<file path="src/rtl/uart_tx_buffer.sv">
// UART transmit path: byte FIFO feeding an 8N1 serialiser.
// Back-to-back frames run without an idle gap while bytes are queued.
module uart_tx_buffer #(
  parameter int CLK_PER_HALF_BIT = 434,
  parameter int DEPTH_LOG2       = 4
) (
  input  logic                  clk,
  input  logic                  rst,
  input  logic [7:0]            wdata,
  input  logic                  we,
  output logic                  full,
  output logic [DEPTH_LOG2:0]   count,
  output logic                  busy,
  output logic                  byte_done,
  output logic                  overflow,
  output logic                  txd
);

  localparam int BIT_CYCLES = 2 * CLK_PER_HALF_BIT;
  localparam int TW         = (BIT_CYCLES > 2) ? $clog2(BIT_CYCLES) : 1;
  localparam int DEPTH      = 1 << DEPTH_LOG2;
  localparam int CW         = DEPTH_LOG2 + 1;

  localparam logic [TW-1:0] TC       = TW'(BIT_CYCLES - 1);
  localparam logic [CW-1:0] FULL_CNT = CW'(DEPTH);

  typedef enum logic [1:0] {
    S_IDLE,
    S_START,
    S_DATA,
    S_STOP
  } state_t;

  state_t                r_state;
  state_t                w_state_n;
  logic [TW-1:0]         r_timer;
  logic [TW-1:0]         w_timer_n;
  logic [2:0]            r_idx;
  logic [2:0]            w_idx_n;
  logic [7:0]            r_shift;
  logic [7:0]            w_shift_n;
  logic                  r_txd;
  logic                  w_txd_n;
  logic                  r_done;
  logic                  w_done_n;

  logic [7:0]            r_mem [DEPTH];
  logic [DEPTH_LOG2-1:0] r_wptr;
  logic [DEPTH_LOG2-1:0] r_rptr;
  logic [CW-1:0]         r_count;
  logic [CW-1:0]         w_count_n;
  logic                  r_full;
  logic                  r_ovf;

  logic                  w_tc;
  logic                  w_have;
  logic                  w_pop;
  logic                  w_accept;
  logic [7:0]            w_head;

  assign w_tc     = (r_timer == TC);
  assign w_have   = (r_count != '0);
  assign w_accept = we & ~r_full;
  assign w_head   = r_mem[r_rptr];

  // Serialiser next state; pops only ever see the registered count
  always_comb begin
    w_state_n = r_state;
    w_timer_n = r_timer + TW'(1);
    w_idx_n   = r_idx;
    w_shift_n = r_shift;
    w_pop     = 1'b0;
    w_done_n  = 1'b0;
    unique case (r_state)
      S_IDLE: begin
        w_timer_n = '0;
        if (w_have) begin
          w_pop     = 1'b1;
          w_shift_n = w_head;
          w_state_n = S_START;
        end
      end
      S_START: begin
        if (w_tc) begin
          w_timer_n = '0;
          w_idx_n   = '0;
          w_state_n = S_DATA;
        end
      end
      S_DATA: begin
        if (w_tc) begin
          w_timer_n = '0;
          w_shift_n = {1'b0, r_shift[7:1]};
          w_idx_n   = r_idx + 3'd1;
          if (r_idx == 3'd7) begin
            w_state_n = S_STOP;
          end
        end
      end
      S_STOP: begin
        if (w_tc) begin
          w_timer_n = '0;
          w_done_n  = 1'b1;
          if (w_have) begin
            w_pop     = 1'b1;
            w_shift_n = w_head;
            w_state_n = S_START;
          end else begin
            w_state_n = S_IDLE;
          end
        end
      end
      default: begin
        w_timer_n = '0;
        w_state_n = S_IDLE;
      end
    endcase
  end

  // Line level is registered from the next state, so txd is glitch-free
  always_comb begin
    w_txd_n = 1'b1;
    unique case (w_state_n)
      S_START: w_txd_n = 1'b0;
      S_DATA:  w_txd_n = w_shift_n[0];
      default: w_txd_n = 1'b1;
    endcase
  end

  always_comb begin
    w_count_n = r_count;
    unique case ({w_accept, w_pop})
      2'b10:   w_count_n = r_count + CW'(1);
      2'b01:   w_count_n = r_count - CW'(1);
      default: w_count_n = r_count;
    endcase
  end

  always_ff @(posedge clk) begin
    if (rst) begin
      r_state <= S_IDLE;
      r_timer <= '0;
      r_idx   <= '0;
      r_shift <= '0;
      r_txd   <= 1'b1;
      r_done  <= 1'b0;
      r_wptr  <= '0;
      r_rptr  <= '0;
      r_count <= '0;
      r_full  <= 1'b0;
      r_ovf   <= 1'b0;
    end else begin
      r_state <= w_state_n;
      r_timer <= w_timer_n;
      r_idx   <= w_idx_n;
      r_shift <= w_shift_n;
      r_txd   <= w_txd_n;
      r_done  <= w_done_n;
      r_count <= w_count_n;
      r_full  <= (w_count_n == FULL_CNT);
      if (w_accept) begin
        r_wptr <= r_wptr + DEPTH_LOG2'(1);
      end
      if (w_pop) begin
        r_rptr <= r_rptr + DEPTH_LOG2'(1);
      end
      if (we && r_full) begin
        r_ovf <= 1'b1;
      end
    end
  end

  always_ff @(posedge clk) begin
    if (w_accept) begin
      r_mem[r_wptr] <= wdata;
    end
  end

  assign full      = r_full;
  assign count     = r_count;
  assign busy      = w_have | (r_state != S_IDLE);
  assign byte_done = r_done;
  assign overflow  = r_ovf;
  assign txd       = r_txd;

endmodule

</file>
<file path="config.mk">
export PLATFORM = sky130hd
export DESIGN_NAME = uart_tx_buffer
export DESIGN_NICKNAME = d
export VERILOG_FILES = /design/src/rtl/uart_tx_buffer.sv
export SDC_FILE = /design/constraint.sdc
export NUM_CORES = 1
export LEC_CHECK = 0
export ABC_AREA = 1
export CAP_MARGIN = 20
export CORE_UTILIZATION = 35
export CTS_BUF_LIST = sky130_fd_sc_hd__clkbuf_16
export CTS_CLUSTER_DIAMETER = 100
export CTS_CLUSTER_SIZE = 24
export DETAILED_ROUTE_END_ITERATION = 10
export GPL_TIMING_DRIVEN = 0
export SKIP_LAST_GASP = 1
export SLEW_MARGIN = 30
export SYNTH_ARGS = -nofsm -noshare
export SYNTH_HDL_FRONTEND = slang
export SYNTH_SLANG_ARGS = --single-unit
export TNS_END_PERCENT = 10
</file>
<file path="constraint.sdc">
create_clock -name clk -period 3.1 [get_ports clk]
set_input_delay 0.62 -clock clk [delete_from_list [all_inputs] [get_ports clk]]
set_output_delay 0.62 -clock clk [all_outputs]
set_load 0.005 [all_outputs]
</file>
=== Yosys cells after proc, flatten, opt, wreduce, memory -nomap -nowiden ===
Memory sizes are Yosys's and may differ from the RTL's. A register that Yosys moved wholly into a read port is not among the register bits.
Index checks and enable logic that the tools add are counted.

* Bitwise gates (word level): 4
* Equality and inequality tests: 13
* Reduce and logical (&&, ||, !) cells: 10
* Muxes and demuxes: 26
* Add/subtract/negate cells: 6

{| class="wikitable"
|+ Operators with widths
! operator !! count
|-
| $mux W8 || 3
|-
| $pmux W8 S3 || 1
|-
| $pmux W10 S2 || 1
|-
| $add A10 B1 Y10 const B || 1
|-
| $eq A10 B10 Y1 const B || 1
|-
| $mux W10 || 1
|-
| $mux W2 || 5
|-
| $pmux W5 S2 || 1
|-
| $add A4 B1 Y4 const B || 2
|-
| $eq A2 B2 Y1 const B || 4
|-
| $mux W4 || 2
|-
| $pmux W2 S4 || 1
|-
| $eq A2 B1 Y1 const B || 3
|-
| $mux W1 || 6
|-
| $mux W3 || 2
|-
| $ne A2 B2 Y1 const B || 3
|-
| $pmux W3 S2 || 1
|-
| $reduce_and A3 Y1 || 2
|-
| $add A5 B1 Y5 const B || 1
|-
| $eq A5 B5 Y1 const B || 1
|-
| $reduce_bool A5 Y1 || 1
|-
| $sub A5 B1 Y5 const B || 1
|-
| $pmux W1 S2 || 2
|-
| $reduce_bool A2 Y1 || 2
|-
| 10 further kinds || 11
|}

* Output and inout port bits: 10
* Input bits: 11
* Memories: 1
* Logic and storage cells: 72
* Register bits after elaboration: 40
* Memory bits (writable): 128

{| class="wikitable"
|+ Memories
! memory !! depth !! width !! rd ports !! clocked after memory_dff !! wr ports !! line !! text
|-
| r_mem || 16 || 8 || 1 || 1 || 1 || 47 || <nowiki>logic [7:0] r_mem [DEPTH];</nowiki>
|}

=== Depth between registers and ports, before layout ===
Gate-level depths: netlist of run 1.

* Depth after elaboration: 7
* Gate-level depth with buffers: 20
* Mapped depth without buffers: 20

=== Worst setup path before layout of run 1 ===
OpenSTA, ideal clock, no wires.

* Path kind: input -> register
* From: input port we
* To: register r_full (netlist: full)
* Arrival time: 2048 ps
* Path slack: 941 ps
* Stages: 18
* Path buffers: 0
* Required time: 2989 ps
* Path through: inv_1 -> nor2_1 -> inv_2 -> nand3_4 -> nand2_1 -> nand2_1 -> inv_1 -> ha_1 -> a21oi_1 -> inv_1 -> nand3_1 -> o21ai_1 -> nand2_1 -> nand2_1 -> nand2_1 -> nand2_1 -> nand2_1 -> nor2_1

* Cells in the longest elaborated chain, start to end: 4
* Elaborated cells between the ends (all ways): 5
* Those cells by class: eq/ne (3); mux (1); bitwise (1)

{| class="wikitable"
|+ RTL lines
! element !! line !! text
|-
| from (decl) || 10 || <nowiki>input logic we,</nowiki>
|-
| $and A1 B1 Y1 * || 63 || <nowiki>assign w_accept = we & ~r_full;</nowiki>
|-
| $eq A2 B1 Y1 / $eq A2 B2 Y1 (equally long branches) || 132 || <nowiki>unique case ({w_accept, w_pop})</nowiki>
|-
| $pmux W5 S2 * || 132 ||
|-
| $eq A5 B5 Y1 * || 160 || <nowiki>r_full <= (w_count_n == FULL_CNT);</nowiki>
|-
| to (signal assigned) || 160 ||
|-
| to (decl) || 52 || <nowiki>logic r_full;</nowiki>
|}

Mark *: on every way between the ends. The rest lies on a longest branch, timed or not.
A chain may end at the register's enable or synchronous reset.

=== Worst setup path after layout of run 1 ===
Same ends and word-level chain as after synthesis.

==> impl_results.md, run 1 <==
* GRT overflow at 0
* Drt total wl at 16,200 microns
* Worst slew pin tran at 1.03 ns
* Netlist Area Pre-Place at 7320 sq um
* Maxcap violations at 0
* Placed cell area at 7850 sq um
* Crit Reg-Reg Endpoint: full$_SDFF_PP0_
* Num rows at 52
* Worst hold path type: reg -> reg
* Placed insts at 962
* R2R Setup Slk at 0.63 ns
* Async SR Flop Fraction at 0%
* Global-route wire length before repair at 25,900 microns
* Port buffer count at 19
* Fin cells at 994
* Synthesized flop and latch total at 172
* Die H at 147 microns
* Drt via density at 5.09
* Hold Buf Count CTS at 0
* Clock Path Buffers at 2
* CP arrival at 2.94 ns
* Design area at 8450 sq um
* Warning count from the yosys run at 0
* Crit end category: register
* Vias at 5,062
* WL per Instance at 16.3 microns
* Clk_lat worst skew at 0.43 ns
* Worst VDD drop at 0.386 mV
* Net Count, Synth at 699
* Total GRT Usage at 16.1%
* Top Ports at 21
* Die W at 147 microns
* Average size of a mapped cell at 10.9 sq um
* Root buffer cell: clkbuf_16
* DP Wirelength at 11,100 microns
* Slew Limit Fails at 0
* Hold path endpoint: r_timer[0]$_SDFF_PP0_
* Vias in the first global route at 4,853
* WP data required at 3.43 ns
* CTS tree: built
* Resized cells post-CTS at 0
* Largest net degree at the start of global routing at 19
* Leak pwr at 2.95 nW
* Post-CTS setup buffer count at 0
* Power per cell area at 832 nW/um^2
* Total core area at 20,400 sq um
* Antenna Cells at 0
* Setup crit start kind: primary input
* Tcrit/Tclk final at 84.1%
* DR pass1 iterations at 5
* Path depth of the worst reg2reg path at 16
* Final net count at 737
* RSZ-0062 raised after global routing: no
* Synth cell types at 39
* Hold Fails Final Rpt at 0
* Slew margin rel. at 31.3%
* Register area share after synthesis at 64.6%
* Worst Path Class, Setup: in -> reg
* Die area at 21,500 sq um
* EDFF count, synth at 128
* Htree depth at 4
* GP Congestion at 0.770
* Hold Startpoint: r_timer[0]$_SDFF_PP0_
* Clock transition at path regs at 0.07 ns
* Clock Skews at 0.0132 ns
* FMAX at 384 MHz
* CTS sink cnt at 172
* Area grow syn2layout at 15.5%
* Ys flop type: edfxtp_1
* Antenna-violating nets left at 0
* Initial antenna violation count at 0
* DRT iter0 DRCs at 347
* Max FO, Critical Path at 9
* Run status: complete, no violations
* Initial Util at 35.9%
* # setup viols final at 0
* Hold path cells at 1
* CTS Buf Count at 17
* Final min period at 2.61 ns
* Worst reg2reg startpoint: r_timer[0]$_SDFF_PP0_
* Syn Inst Count at 673
* Share of layout cells above drive strength 1 at 9.25%
* Remaining DRCs at 0
==> cell families after synthesis <==
| group | count (synthesis) | synth area share (%) |
|---|---|---|
| AND/OR/NAND/NOR | 247 | 15.4 |
| flip-flops | 172 | 64.6 |
| AO/OA/AOI/OAI | 156 | 12.8 |
| buffers and inverters | 79 | 4.19 |
| adder cells (fa/ha/maj) | 15 | 2.57 |
| XOR/XNOR | 4 | 0.479 |
==> how the worst max path moves through the flow <==
stage                                   endpoint  slack, ns  cells after the start  startpoint
after floorplan                  full$_SDFF_PP0_       0.94                     18          we
after global placement    r_mem[15][4]$_DFFE_PP_      -0.01                      7          we
after detailed placement  r_mem[11][5]$_DFFE_PP_      0.005                      7          we
after CTS                 r_mem[11][5]$_DFFE_PP_       0.46                      7          we
after global routing             full$_SDFF_PP0_       0.26                     17          we
final                            full$_SDFF_PP0_       0.49                     17          we
==> layer usage <==
| layer | vias to the layer above | global-route usage [%] | share of wire, % |
|---|---|---|---|
| li1 | 2476 | - | - |
| met1 | 2420 | 20.3 | 45 |
| met2 | 135 | 26.4 | 48 |
| met3 | 31 | 3.31 | 4.5 |
| met4 | 0 | 7.34 | 2.3 |
| met5 | - | 0 | 0 |
==> synth_stat cells, drive strengths merged (7+ instances only) <==
master    n  share of area, %
a21oi    28               2.0
buf       8              0.55
clkbuf   20               1.0
dfxtp    44                12
edfxtp  128                53
ha       15               2.6
inv      49               2.5
nand2    80               4.3
nand3    35               2.6
nand4     7               1.1
nor2    114               6.3
o211ai   11               1.1
o21ai    78               5.3
o221ai   26               3.1
o22ai     7              0.60
==> layout make-up <==
type | instances | area, sq um
buffer | 28 | 115
clock buffer | 17 | 425
clock inverter | 15 | 176
fill | 1940 | 11900
inverter | 51 | 191
multi-input combinational | 422 | 2290
sequential | 172 | 4720
tap | 270 | 338
timing repair buffer | 19 | 190
==> cells in the final DEF (no fill, tap or decap), drive strengths merged, types with 7 or more instances in the layout <==
master and n:
o21ai 78, o22ai 7, clkinv 7, o211ai 11, nand2 80, buf 8, edfxtp 128, a21oi 28
clkbuf 37, inv 56, dfxtp 44, clkdlybuf4s50 19, o221ai 26, nand3 35, nand4 7, ha 15
nor2 114
==> worst max-delay path: stages <==
cell             delay, ns
clkdlybuf4s50_1       0.48
inv_1                 0.04
nor2_1                0.29
inv_2                 0.19
nand3_4               0.14
nand2_1               0.06
nand2_1               0.05
inv_1                 0.05
ha_1                  0.17
a21oi_1               0.22
inv_1                 0.07
nand3_1               0.11
nand3_1               0.09
o21ai_0               0.15
nor2_1                0.07
nand3_1               0.09
nor2_1                0.05
==> power breakdown <==
| part | leakage [nW] | internal, mW | switching (mW) |
|---|---|---|---|
| sequential | 1.51 | 2.64 | 0.122 |
| combinational | 1.15 | 0.711 | 1.40 |
| clock | 0.291 | 1.15 | 0.999 |
| total | 2.95 | 4.51 | 2.53 |
==> registers in the layout, summed over array words and instances (netlist names), named ones only <==
name	count
r_mem	128
r_timer	10
r_shift	8
count	5
r_rptr	4
r_wptr	4
r_idx	3
r_state	2
byte_done	1
full	1
overflow	1
txd	1
==> per-stage QoR <==
step / total power [mW] / utilization, % / TNS [ns] / setup slack [ns] / hold WS, ns
4_1_cts: 7.06 / 41.5 / 0 / 0.465 / 0.453
6_report: 7.03 / 41.5 / 0 / 0.493 / 0.450
2_1_floorplan: 4.27 / - / 0 / 0.941 / 0.418
5_1_grt: 7.43 / 41.5 / 0 / 0.258 / 0.469
3_5_place_dp: 4.91 / 38.5 / 0 / 0.00500 / 0.439
3_3_place_gp: 4.89 / 38.5 / -0.110 / -0.0150 / 0.427
No activity file was read; power rests on OpenSTA's default activity.
==> inputs of run 2 (changes only) <==
- clock period: 3.1 -> 2.1 ns (I/O delays scaled with it)
==> run 2 against run 1 <==
The flow now finishes with violations (negative setup slack). Via count grew 2.4%. Critical path depth decreased by 12. Clock-buffer cell count stayed put. Critical path type is now reg -> out.
==> impl_results.md, run 2 (synthesis results as in run 1) <==
* Clock Path Buffers at 2 (unchanged)
* Worst hold path type: reg -> reg
* Hold Buf Count CTS at 0 (unchanged)
* Total core area at 20,400 sq um (unchanged)
* Remaining DRCs at 0 (unchanged)
* Fin Hold WS at 0.451 ns (+0.000977 ns)
* Initial Util at 35.9% (unchanged)
* DP Wirelength at 11,400 microns (+3.0%)
* Vias in the first global route at 4,932 (+1.6%)
* Crit-path slowest cell: clkdlybuf4s50_1
* R2R Setup Slk at -0.01 ns (-0.64 ns)
* Antenna-violating nets left at 0 (unchanged)
* Final min period at 2.12 ns
* Tcrit/Tclk final at 101%
* Global-route wire length before repair at 26,000 microns (+0.16%)
* Worst reg2reg startpoint: r_timer[6]$_SDFF_PP0_
* WP data required at 1.68 ns (-1.75 ns)
* Run status: complete, but fails checks
* CTS sink cnt at 172 (unchanged)
* Critical path endpoint: busy
* Multi-input logic area at 2410 sq um (+5.4%)
* # setup viols final at 2 (+2)
* Biggest regs: r_mem (128), r_timer (10), r_shift (8)
* Most common cell after layout, fill and taps aside: edfxtp_1
* Placed cell area at 7850 sq um (about the same)
* Share of layout cells above drive strength 1 at 16.1% (+6.8 points)
* Most frequent cells in the layout: edfxtp_1, nor2_1, o21ai_0, nand2_1, inv_1
* Area grow syn2layout at 18.8%
* WL per Instance at 16.8 microns (+3.3%)
* Drt total wl at 16,900 microns (+4.4%)
* CP arrival at 1.70 ns (-1.24 ns)
* Die W at 147 microns (unchanged)
* Clock Skews at 0.0134 ns (+0.000225 ns)
* Critical path's most frequent cell: inv_1
* Port buffer count at 19 (unchanged)
* Maxcap violations at 0 (unchanged)
* Slew margin rel. at 36.1% (+4.8 points)
* CTS tree: built
* Largest net degree at the start of global routing at 18 (-1)
* Leak pwr at 3.02 nW (+2.4%)
* Filler cells at 1,913 (-1.4%)
* Initial antenna violation count at 0 (unchanged)
* Violated checks: negative setup slack
* Worst Path Class, Setup: reg -> out
* Root buffer cell: clkbuf_16
* Design area at 8690 sq um (+2.9%)
* Crit end category: output port
* RSZ-0062 raised after global routing: yes
* Path depth of the worst reg2reg path at 19 (+3)
* Placed insts at 962 (unchanged)
* Most flops, register: r_mem
* Crit Reg-Reg Endpoint: full$_SDFF_PP0_
* Crit path largest cell delay at 0.49 ns (about the same)
* Die H at 147 microns (unchanged)
* Top Ports at 21 (unchanged)
* Worst VDD drop at 0.601 mV (+56%)
* Fin cells at 1,005 (+1.1%)
* DRT iter0 DRCs at 306 (-12%)
* Max FO, Critical Path at 4 (-5)
* Crit path cell chain: inv_1 -> nand4_4 -> inv_1 -> nand2_1 -> clkdlybuf4s50_1
* DR pass1 iterations at 5 (unchanged)
* Hold Fails Final Rpt at 0 (unchanged)
* GRT overflow at 0 (unchanged)
* Die area at 21,500 sq um (unchanged)
* Vias at 5,185 (+2.4%)
* Slew Limit Fails at 0 (unchanged)
* CTS Buf Count at 17 (unchanged)
* Drt via density at 5.16 (+1.3%)
* Worst slew pin tran at 0.955 ns (-0.0716 ns)
* FMAX at 472 MHz
* Final net count at 748 (+1.5%)
* Reg area at 4740 sq um (+0.32%)
* Crit path from: count[3]$_SDFF_PP0_
* Clock transition at path regs at 0.07 ns (about the same)
* Clk_lat worst skew at 0.43 ns (about the same)
* Antenna Cells at 0 (unchanged)
* Total GRT Usage at 16.0% (-0.019 points)
* Max reg flops at 128 (unchanged)
* Num rows at 52 (unchanged)
* Power per cell area at 1260 nW/um^2 (+51%)
* GP Congestion at 0.814 (+5.6%)
* Setup crit start kind: register
* Htree depth at 4 (unchanged)
* Final setup margin at -0.0193 ns (-0.512 ns)
[run 2: changes by cell type in the layout (fill, tap and decap cells not counted), sizes merged]
cell      delta
buf          +7
inv          +1
bufinv       +1
clkinvlp     +1
clkbuf       +4
clkinv       -3
[run 2: routing by layer]
layer / GRT usage (%) / wire [microns]
met3: 2.97 / 604
met5: 0 / 0
met1: 20.3 / 7520
met2: 26.2 / 8260
met4: 8.23 / 526
[run 2: stage by stage]
| step | worst slack (ns) | total power [mW] | setup TNS (ns) | utilization, % |
|---|---|---|---|---|
| 5_1_grt | -0.200 | 11.5 | -0.932 | 42.7 |
| 4_1_cts | -0.223 | 10.6 | -5.40 | 41.8 |
| 3_5_place_dp | -0.775 | 7.30 | -65.94 | 38.6 |
| 2_1_floorplan | 0.00217 | 6.31 | 0 | - |
| 6_report | -0.0193 | 10.9 | -0.0257 | 42.7 |
| 3_3_place_gp | -0.843 | 7.27 | -71.13 | 38.5 |
[run 2: how the worst min path moves through the flow]
stage | start | endpoint | slack, ns | cells after the start
4_1_cts | r_timer[0]$_SDFF_PP0_ | r_timer[0]$_SDFF_PP0_ | 0.46 | 1
6_report | r_timer[0]$_SDFF_PP0_ | r_timer[0]$_SDFF_PP0_ | 0.45 | 1
5_1_grt | r_timer[0]$_SDFF_PP0_ | r_timer[0]$_SDFF_PP0_ | 0.47 | 1
3_5_place_dp | r_timer[0]$_SDFF_PP0_ | r_timer[0]$_SDFF_PP0_ | 0.45 | 1
2_1_floorplan | r_timer[0]$_SDFF_PP0_ | r_timer[0]$_SDFF_PP0_ | 0.42 | 1
3_3_place_gp | r_timer[0]$_SDFF_PP0_ | r_timer[0]$_SDFF_PP0_ | 0.43 | 1
[run 2: power breakdown]
part / leakage, nW / switching [mW] / internal (mW)
logic: 1.22 / 2.27 / 1.34
registers: 1.52 / 0.199 / 3.91
clock network: 0.290 / 1.41 / 1.80
total: 3.02 / 3.88 / 7.05
[run 2: repair_timing]
item	4_1_cts	5_1_grt
resized for setup	9	52
pin swaps	2	13
setup buffers	4	7
setup endpoints to repair	64	127
[run 2: critical path, delay by kind of cell (launching register included)]
kind          cells  cell delay [ns]
simple gates      2             0.20
buf+inv           3             0.67
flops             1             0.39
[run 2: final cells by class]
type | count | area share, %
repair buffers | 30 | 3.14
flip-flops and latches | 172 | 54.5
plain buffers | 28 | 1.54
clock inverters | 15 | 2.06
well taps | 270 | 3.89
multi-input cells | 422 | 27.7
clock buffers | 17 | 4.89
inverters | 51 | 2.23
==> inputs of run 3 (changes only) <==
- CAP_MARGIN: 20 -> default
==> results of run 3 <==
Same layout as run 2: the final DEF is identical, and so are final timing and power.
